===== config.mk =====
export PLATFORM = sky130hd
export DESIGN_NAME = pipe_skid_reg_flat
export DESIGN_NICKNAME = d
export VERILOG_FILES = /design/src/rtl/pipe_pkg.sv /design/src/rtl/pipe_skid_reg_if.sv /design/src/rtl/pipe_entry.sv /design/src/rtl/pipe_skid_reg.sv /design/src/flat_wrapper.sv
export SDC_FILE = /design/constraint.sdc
export NUM_CORES = 1
export LEC_CHECK = 0
export BUFFER_PORTS_ARGS = -buffer_cell sky130_fd_sc_hd__buf_2
export CORE_ASPECT_RATIO = 0.6
export CORE_MARGIN = 3
export CORE_UTILIZATION = 30
export DETAILED_ROUTE_END_ITERATION = 6
export SLEW_MARGIN = 20
export SYNTH_ARGS = -nofsm -noshare
export SYNTH_HDL_FRONTEND = slang
export SYNTH_HIERARCHICAL = 1
export SYNTH_SLANG_ARGS = --single-unit
export TNS_END_PERCENT = 1

===== constraint.sdc =====
create_clock -name clk -period 2.8 [get_ports clk]
set_clock_uncertainty 0.15 [all_clocks]
set_input_delay 0.56 -clock clk [delete_from_list [all_inputs] [get_ports clk]]
set_output_delay 0.56 -clock clk [all_outputs]
set_load 0.01 [all_outputs]

===== src/rtl/pipe_pkg.sv =====
// rtl/pipe_pkg.sv - shared state encoding and per-boundary widths for pipeline stage registers
package pipe_pkg;

    typedef enum logic [1:0] {
        EMPTY = 2'd0,
        BUSY  = 2'd1,
        FULL  = 2'd2
    } pipe_state_e;

    // IF/ID: pc+4 and instruction word; no side-effecting controls yet
    localparam int          IF_ID_DATA_W    = 64;
    localparam int          IF_ID_CTRL_W    = 1;
    localparam logic [0:0]  IF_ID_KILL_MASK = 1'b1;

    // ID/EX: rs value, rt value, sign-extended imm, rt, rd
    localparam int          ID_EX_DATA_W    = 106;
    localparam int          ID_EX_CTRL_W    = 8;
    localparam logic [7:0]  ID_EX_KILL_MASK = 8'b0000_0011;

    // EX/ME: alu_result, store_data, dest_reg; ctrl = {mem2reg, memwr, regwr}
    localparam int          EX_ME_DATA_W    = 69;
    localparam int          EX_ME_CTRL_W    = 3;
    localparam logic [2:0]  EX_ME_KILL_MASK = 3'b011;

    // ME/WB: load data, alu_result, dest_reg; ctrl = {mem2reg, regwr}
    localparam int          ME_WB_DATA_W    = 69;
    localparam int          ME_WB_CTRL_W    = 2;
    localparam logic [1:0]  ME_WB_KILL_MASK = 2'b01;

endpackage


===== src/rtl/pipe_skid_reg_if.sv =====
// rtl/pipe_skid_reg_if.sv - valid/ready stream carrying a datapath and a control payload
interface pipe_skid_reg_if #(
    parameter int DATA_W = 69,
    parameter int CTRL_W = 3
);
    logic              valid;
    logic              ready;
    logic [DATA_W-1:0] data;
    logic [CTRL_W-1:0] ctrl;

    modport master (output valid, output data, output ctrl, input ready);
    modport slave  (input valid, input data, input ctrl, output ready);
endinterface


===== src/rtl/pipe_entry.sv =====
// rtl/pipe_entry.sv - one payload+valid register; clear drops only the valid bit
module pipe_entry #(
    parameter int DATA_W = 69,
    parameter int CTRL_W = 3
) (
    input  logic              clk,
    input  logic              rst,
    input  logic              load,
    input  logic              clear,
    input  logic [DATA_W-1:0] d_data,
    input  logic [CTRL_W-1:0] d_ctrl,
    output logic              valid,
    output logic [DATA_W-1:0] data,
    output logic [CTRL_W-1:0] ctrl
);

    always_ff @(posedge clk or negedge rst) begin
        if (!rst) begin
            valid <= 1'b0;
            data  <= '0;
            ctrl  <= '0;
        end else if (clear) begin
            valid <= 1'b0;
        end else if (load) begin
            valid <= 1'b1;
            data  <= d_data;
            ctrl  <= d_ctrl;
        end
    end

endmodule


===== src/rtl/pipe_skid_reg.sv =====
// rtl/pipe_skid_reg.sv - pipeline stage register with handshake, flush and optional 2-entry skid
module pipe_skid_reg
    import pipe_pkg::*;
#(
    parameter int              DATA_W    = 69,
    parameter int              CTRL_W    = 3,
    parameter logic [CTRL_W-1:0] KILL_MASK = CTRL_W'(3'b011),
    parameter bit              SKID      = 1'b1
) (
    input  logic                   clk,
    input  logic                   rst,
    input  logic                   flush,
    pipe_skid_reg_if.slave         in_if,
    pipe_skid_reg_if.master        out_if,
    output logic [1:0]             occupancy
);

    pipe_state_e       state;
    logic              in_ready_q;
    logic              in_ready, in_xfer, out_xfer;
    logic              main_valid, main_load, main_clear;
    logic [DATA_W-1:0] main_data, main_d_data;
    logic [CTRL_W-1:0] main_ctrl, main_d_ctrl;
    logic              skid_valid, skid_load, skid_clear;
    logic [DATA_W-1:0] skid_data;
    logic [CTRL_W-1:0] skid_ctrl;

    // With SKID the upstream sees only a flop, so stall never crosses the stage combinationally
    assign in_ready = SKID ? in_ready_q : (!main_valid || out_if.ready);
    assign in_xfer  = in_if.valid && in_ready;
    assign out_xfer = main_valid && out_if.ready;

    assign main_load   = !flush && ((in_xfer && (state == EMPTY || (state == BUSY && out_xfer)))
                                    || (state == FULL && out_xfer));
    assign main_clear  = flush || (state == BUSY && out_xfer && !in_xfer);
    assign main_d_data = skid_valid ? skid_data : in_if.data;
    assign main_d_ctrl = skid_valid ? skid_ctrl : in_if.ctrl;

    assign skid_load  = SKID && !flush && state == BUSY && in_xfer && !out_xfer;
    assign skid_clear = flush || (state == FULL && out_xfer);

    pipe_entry #(.DATA_W(DATA_W), .CTRL_W(CTRL_W)) u_main (
        .clk(clk), .rst(rst), .load(main_load), .clear(main_clear),
        .d_data(main_d_data), .d_ctrl(main_d_ctrl),
        .valid(main_valid), .data(main_data), .ctrl(main_ctrl)
    );

    generate
        if (SKID) begin : g_skid
            pipe_entry #(.DATA_W(DATA_W), .CTRL_W(CTRL_W)) u_skid (
                .clk(clk), .rst(rst), .load(skid_load), .clear(skid_clear),
                .d_data(in_if.data), .d_ctrl(in_if.ctrl),
                .valid(skid_valid), .data(skid_data), .ctrl(skid_ctrl)
            );
        end else begin : g_no_skid
            assign skid_valid = 1'b0;
            assign skid_data  = '0;
            assign skid_ctrl  = '0;
        end
    endgenerate

    always_ff @(posedge clk or negedge rst) begin
        if (!rst) begin
            state      <= EMPTY;
            in_ready_q <= 1'b1;
        end else if (flush) begin
            state      <= EMPTY;
            in_ready_q <= 1'b1;
        end else begin
            case (state)
                EMPTY: if (in_xfer) state <= BUSY;
                BUSY: begin
                    if (in_xfer && !out_xfer && SKID) begin
                        state      <= FULL;
                        in_ready_q <= 1'b0;
                    end else if (out_xfer && !in_xfer) begin
                        state <= EMPTY;
                    end
                end
                FULL: begin
                    if (out_xfer) begin
                        state      <= BUSY;
                        in_ready_q <= 1'b1;
                    end
                end
                default: begin
                    state      <= EMPTY;
                    in_ready_q <= 1'b1;
                end
            endcase
        end
    end

    assign in_if.ready  = in_ready;
    assign out_if.valid = main_valid;
    assign out_if.data  = main_data;
    // Bubbles keep the last payload but can never write memory or the register file
    assign out_if.ctrl  = main_valid ? main_ctrl : (main_ctrl & ~KILL_MASK);
    assign occupancy    = state;

endmodule


===== src/flat_wrapper.sv =====
// flat-port wrapper written by rule: the top's interface ports become plain ports
module pipe_skid_reg_flat import pipe_pkg::*;
#(
    parameter int              DATA_W    = 69,
    parameter int              CTRL_W    = 3,
    parameter logic [CTRL_W-1:0] KILL_MASK = CTRL_W'(3'b011),
    parameter bit              SKID      = 1'b1
)
  (clk, rst, flush, occupancy, in_if_valid, in_if_data, in_if_ctrl, in_if_ready, out_if_valid, out_if_data, out_if_ctrl, out_if_ready);
  pipe_skid_reg_if #(.DATA_W(DATA_W), .CTRL_W(CTRL_W)) in_if_i ();
  pipe_skid_reg_if #(.DATA_W(DATA_W), .CTRL_W(CTRL_W)) out_if_i ();
  input  logic clk;
  input  logic rst;
  input  logic flush;
  output logic [1:0] occupancy;
  input wire logic [$bits(in_if_i.valid)-1:0] in_if_valid;
  input wire logic [$bits(in_if_i.data)-1:0] in_if_data;
  input wire logic [$bits(in_if_i.ctrl)-1:0] in_if_ctrl;
  output wire logic [$bits(in_if_i.ready)-1:0] in_if_ready;
  output wire logic [$bits(out_if_i.valid)-1:0] out_if_valid;
  output wire logic [$bits(out_if_i.data)-1:0] out_if_data;
  output wire logic [$bits(out_if_i.ctrl)-1:0] out_if_ctrl;
  input wire logic [$bits(out_if_i.ready)-1:0] out_if_ready;
  assign in_if_i.valid = in_if_valid;
  assign in_if_i.data = in_if_data;
  assign in_if_i.ctrl = in_if_ctrl;
  assign in_if_ready = in_if_i.ready;
  assign out_if_valid = out_if_i.valid;
  assign out_if_data = out_if_i.data;
  assign out_if_ctrl = out_if_i.ctrl;
  assign out_if_i.ready = out_if_ready;
  pipe_skid_reg #(.DATA_W(DATA_W), .CTRL_W(CTRL_W), .KILL_MASK(KILL_MASK), .SKID(SKID)) u_core (.clk(clk), .rst(rst), .flush(flush), .in_if(in_if_i), .out_if(out_if_i), .occupancy(occupancy));
endmodule

### After elaboration in Yosys (flattened, before gate mapping)

Index checks and enable logic that the tools add are counted.

| operators by class | value |
|---|---|
| add/sub/neg operators | 0 |
| multiply operators | 0 |
| divide/modulo/power cells | 0 |
| magnitude comparators | 0 |
| equality and inequality tests | 7 |
| shifts and indexed selects | 0 |
| multiplexer cells | 17 |
| bitwise logic cells | 2 |
| reduce and logical (&&, ||, !) cells | 26 |

Operators with widths:

| operator | number |
|---|---|
| 69-bit 2-to-1 mux | 1 |
| 1-bit logical AND | 12 |
| 2-bit 2-to-1 mux | 6 |
| 1-bit 2-to-1 mux | 7 |
| 3-bit by 2-bit != test with 1-bit output (second input constant) | 2 |
| 2-bit case mux with 3 select lines | 1 |
| 3-bit AND reduction | 2 |
| 1-bit logical OR | 4 |
| 4-bit != test (second input constant) | 1 |
| 2-bit AND reduction | 2 |
| 2-bit nonzero test | 2 |
| 1-bit logical NOT | 3 |
| 3-bit 2-to-1 mux | 1 |
| 3-bit != test (second input constant) | 1 |
| 1-bit case mux with 3 select lines | 1 |
| 2-bit by 1-bit == test with 1-bit output (second input constant) | 1 |
| 2-bit == test (second input constant) | 1 |
| 2-bit logical NOT | 1 |
| 2-bit != test (second input constant) | 1 |
| 1-bit inverter | 2 |

| storage, ports and cells | value |
|---|---|
| bits in registers | 149 |
| latch bits | 0 |
| RAM bits | 0 |
| bits in read-only memories | 0 |
| output and inout bits | 76 |
| word-level logic and storage cells | 60 |
| memories | 0 |

### Logic depth before layout (Yosys ltp)

| depth | value |
|---|---|
| depth in word-level cells | 8 |
| gate-level depth with buffers | 7 |
| mapped depth without buffers | 5 |

### Modules after synthesis

The synthesis kept the hierarchy.

By module, submodules not included:

| module | instances | cells an instance | area each (um2) | sequential area each (um2) |
|---|---|---|---|---|
| pipe_entry | 2 | 156 | 3081.7 | 1826.8 |
| pipe_skid_reg | 1 | 110 | 1113.6 | 76.3 |

### Worst setup path after synthesis

Ideal clock, no wire load.

| timing | value |
|---|---|
| path type | reg-to-reg |
| start | reg u_core.in_ready_q, in the netlist u_core/in_if.ready |
| end | reg u_core.u_main.ctrl[0] |
| setup time | 0.125 ns |
| arrival | 1.927 ns |
| data required time | 2.525 ns |
| slack | 0.598 ns |
| stages on the path, launching flop included | 8 |
| buffers on the path | 2 |
| period minus slack after synthesis | 2.202 ns |
| path through | dfstp_2 nand2_1 or3_1 a21oi_1 nor2b_4 buf_12 buf_12 mux2_4 |

RTL lines:

| what | line | text |
|---|---|---|
| from (decl) | pipe_skid_reg.sv:19 | `logic in_ready_q;` |
| from (signal assigned) | pipe_skid_reg.sv:65 | `in_ready_q <= 1'b1;` |
| from (signal assigned) | pipe_skid_reg.sv:68 | `in_ready_q <= 1'b1;` |
| from (signal assigned) | pipe_skid_reg.sv:75 | `in_ready_q <= 1'b0;` |
| 1-bit logical AND | pipe_skid_reg.sv:30 | `assign in_xfer = in_if.valid && in_ready;` |
| 1-bit logical AND | pipe_skid_reg.sv:33 | `assign main_load = !flush && ((in_xfer && (state == EMPTY \|\| (state == BUSY && out_xfer)))` |
| 1-bit logical OR | pipe_skid_reg.sv:34 | `\|\| (state == FULL && out_xfer));` |
| 1-bit logical AND | pipe_skid_reg.sv:33 |  |
| via u_core.main_load | pipe_skid_reg.sv:21 | `logic main_valid, main_load, main_clear;` |
| 2-bit AND reduction (no line) | - |  |
| to (signal assigned) | pipe_entry.sv:27 | `ctrl <= d_ctrl;` |
| to (decl) | pipe_entry.sv:14 | `output logic [CTRL_W-1:0] ctrl` |

The timed path passes the listed nets, and every way through them passes these cells.
A chain may end at the register's enable or synchronous reset.

### Worst setup path in the final report

| timing | value |
|---|---|
| start | reg u_core.in_ready_q, in the netlist u_core/in_if.ready |
| end | reg u_core.u_main.data[26] |

RTL lines:

| what | line | text |
|---|---|---|
| 1-bit logical AND | pipe_skid_reg.sv:30 |  |
| 1-bit logical AND | pipe_skid_reg.sv:33 |  |
| 1-bit logical OR | pipe_skid_reg.sv:34 |  |
| 1-bit logical AND | pipe_skid_reg.sv:33 |  |
| via u_core.main_load | pipe_skid_reg.sv:21 |  |
| 2-bit AND reduction (no line) | - |  |
| to (signal assigned) | pipe_entry.sv:26 | `data <= d_data;` |
| to (decl) | pipe_entry.sv:13 | `output logic [DATA_W-1:0] data,` |

The timed path passes the listed nets, and every way through them passes these cells.

==> qor_table.md <==
| Item | Value |
|:---|:---|
| Worst Path Arrival | 2620 ps |
| Inserted Clock Buffers | 17 |
| Post-place setup slack | 245 ps |
| Power density relative to cell area | 1000 nW/µm² |
| Endpoint type of the worst setup path | register |
| Total length of routed wires | 15600 µm |
| Period utilisation layout | 0.878 |
| H-Tree Depth | 4 |
| Fraction of registers with async set/reset | 1.00 |
| Complex-gate fraction of the synthesized area | 0.0103 |
| Average detailed-routed wire length per instance | 17.2 µm |
| Critical setup path kind | reg2reg |
| First-pass GRT wire length | 25300 µm |
| Layout cell share with drive strength beyond 1 | 0.711 |
| Die boundary height | 127 µm |
| Top cells by instance count after synthesis | 148 x sky130_fd_sc_hd__dfrtp_1, 140 x sky130_fd_sc_hd__mux2_4, 76 x sky130_fd_sc_hd__mux2_2 |
| Port Buffer Count | 152 |
| Synth unique cells | 28 |
| Number of instances in the placed design | 873 |
| Total number of clock tree sinks | 149 |
| Path type of the worst min-delay path | in2reg |
| Largest family of logic cells by synthesized area | multiplexers |
| Final cell utilization of the core | 0.375 |
| Total DRC errors in the routed layout | 0 |
| Max-cap violations | 0 |
| Detailed router's first-iteration violation count | 102 |
| Worst path setup slack after routing | 341 ps |
| Number of iterations in the first detailed-routing pass | 4 |
| Clock period minus worst slack | 2460 ps |
| Total of warnings raised by yosys | 6 |
| Max rail drop VDD | 0.492 mV |
| Root buffer cell | sky130_fd_sc_hd__clkbuf_16 |
| Post-synthesis share of cell area spent on xor and xnor gates | 0 |
| Post-synthesis mux area share | 0.406 |
| Global placer's final weighted congestion | 0.749 |
| GRT Resource Usage Total | 0.124 |
| Clock-pin slew on the worst setup and hold paths | 60 ps |
| Biggest area contributors in the synthesized netlist | sky130_fd_sc_hd__dfrtp_1 51%, sky130_fd_sc_hd__mux2_4 29%, sky130_fd_sc_hd__mux2_2 12% |
| Share of the synthesized area in the top cell type | 0.509 |
| Via count of the first global-routing pass | 4439 |
| Per-cell via count in the routed design | 4.41 |
| Number of nets in the synthesized netlist | 499 |
| Largest fanout on the critical path | 38 |
| Dominant cell by count in the synthesized netlist | sky130_fd_sc_hd__dfrtp_1 |
| Net total in the final layout | 655 |
| Most area-hungry cell type in the Yosys netlist | sky130_fd_sc_hd__dfrtp_1 |
| Detailed placement HPWL | 10400 µm |
| Antenna cells | 0 |
| Total number of vias | 3991 |
| GR Overflow Total | 0 |
| Setup Buffers After CTS | 0 |
| CTS-repair resized insts | 0 |
| Core region area | 23500 µm² |
| Worst skew pair latency | 430 ps |
| Maximum number of pins on one net before global-route repair | 50 |
| Number of routed nets with antenna violations | 0 |
| Synth Area per Inst | 17.2 µm² |
| F_max | 0.407 GHz |
| #FFs+latches synth | 149 |
| Width of the chip | 207 µm |
| Post-synth EDFFs | 0 |
| Cells after Synth | 422 |
| Max-slew violation total from the final report | 0 |
| Ports | 153 |
| Proportion of synthesized chip area in sequential cells | 0.513 |
| Effective utilization at floorplan | 0.310 |
| Number of hold-slack violations in the final timing report | 0 |
| CTS tree | yes |
| Total Negative Setup Slacks | 0 ps |
| Synth-to-layout area growth | 20.9% |
| Area of the die | 26200 µm² |
| Cell area after synthesis | 7280 µm² |
| Simple logic cell fraction of the synthesized area | 0.0199 |
| Max-Slew Margin vs Limit | 0.672 |
| Data required time at the worst endpoint | 2960 ps |
| Dominant synthesized flop cell | sky130_fd_sc_hd__dfrtp_1 |
| Setup Viol. Count Final | 0 |
| Startpoint class of the critical path | register |
| Final total power | 8840 µW |
| Slew at the pin closest to its max-slew limit | 492 ps |
| Leakage power | 0.00409 µW |
| Setup repair after global routing missed its margin | false |
| Clock Tree Buf Depth | 2 |
| Cell Rows | 43 |
| Fin cells | 906 |
| Outcome | finished, final reports clean |
| Initial antenna violation count | 0 |
| Synth Area in Adders | 0 |
-- flip-flops by register name, summed over array words and instances, names as in the netlist --
signal / flops
u_core/g_skid.u_skid/ctrl: 3
u_core/u_main/ctrl: 3
u_core/g_skid.u_skid/valid: 1
u_core/u_main/valid: 1
u_core/u_main/data: 69
u_core/occupancy: 2
u_core/in_if.ready: 1
u_core/g_skid.u_skid/data: 69
-- power breakdown --
| group | switching [µW] | internal, µW |
|---|---|---|
| clock | 924 | 1240 |
| sequential | 631 | 3190 |
| combinational | 995 | 1860 |
| total | 2550 | 6290 |
-- final cells by class --
class,instances,area (µm²)
Multi-Input combinational cell,247,3180
Clock buffer,19,443
Timing Repair Buffer,163,940
Tap cell,315,394
Clock inverter,13,110
Fill cell,2250,14700
Sequential cell,149,3730
-- what timing repair did --
| action | CTS | global route |
|---|---|---|
| hold buffers | 1 | 0 |
| hold endpoints to repair | 46 | 0 |
| endpoints found under the setup margin | 0 | 0 |
-- layout by cell type (no fill, tap or decap), types with 2 or more instances in the layout --
master / netlist / final
sky130_fd_sc_hd__clkbuf_16: 0 / 17
sky130_fd_sc_hd__nor2_1: 7 / 7
sky130_fd_sc_hd__clkinvlp_4: 0 / 5
sky130_fd_sc_hd__buf_2: 9 / 151
sky130_fd_sc_hd__clkinv_4: 0 / 2
sky130_fd_sc_hd__clkinv_2: 0 / 5
sky130_fd_sc_hd__dfrtp_1: 148 / 147
sky130_fd_sc_hd__buf_12: 16 / 7
sky130_fd_sc_hd__and2_2: 2 / 2
sky130_fd_sc_hd__a21oi_1: 2 / 2
sky130_fd_sc_hd__mux2_4: 140 / 140
sky130_fd_sc_hd__nor2b_4: 2 / 2
sky130_fd_sc_hd__mux2_2: 76 / 76
sky130_fd_sc_hd__nor2b_1: 2 / 2
sky130_fd_sc_hd__buf_4: 0 / 3
-- per-stage QoR --
step / cell area [µm²] / hold WS, ps
floorplan: 7280 / 114
global placement: 8240 / 335
detailed placement: 8240 / 337
CTS: 8800 / 184
global route: 8800 / 185
finish: 8800 / 219
-- metal layers --
metal,routed length [µm],vias to the layer above,share of wire,track usage
li1,-,1830,-,-
met1,7580,2032,0.49,0.166
met2,6800,114,0.44,0.182
met4,215,0,0.014,0.0490
met3,1010,15,0.065,0.0477
met5,0,-,0,0
-- worst max-delay path, stage by stage, from the launching register on --
cell and delay [ps]:
sky130_fd_sc_hd__dfstp_2 560, sky130_fd_sc_hd__nand2_1 140, sky130_fd_sc_hd__or3_1 330, sky130_fd_sc_hd__a21oi_1 220, sky130_fd_sc_hd__nor2b_4 240, sky130_fd_sc_hd__buf_12 290, sky130_fd_sc_hd__mux2_4 330
-- logic make-up after synthesis --
| kind of cell | count (synthesis) |
|---|---|
| AOI/OAI and AO/OA | 9 |
| buffers and inverters | 26 |
| DFF | 149 |
| muxes | 216 |
| and+or+nand+nor | 22 |
-- worst paths after layout --
check,from,to,slack (ps),cells after the start
worst max-delay path,u_core/in_if.ready,u_core/u_main/data[26],340,6
worst min-delay path,in_if_data[42],u_core/g_skid.u_skid/data[42],220,2
worst max register to register,u_core/in_if.ready,u_core/u_main/data[26],340,6
worst min register to register,u_core/u_main/data[64],u_core/u_main/data[64],350,1
max in group asynchronous,rst,u_core/in_if.ready,1320,3
min in group asynchronous,rst,u_core/u_main/data[10],500,2
Note: power is estimated with default switching activity, not from simulation.
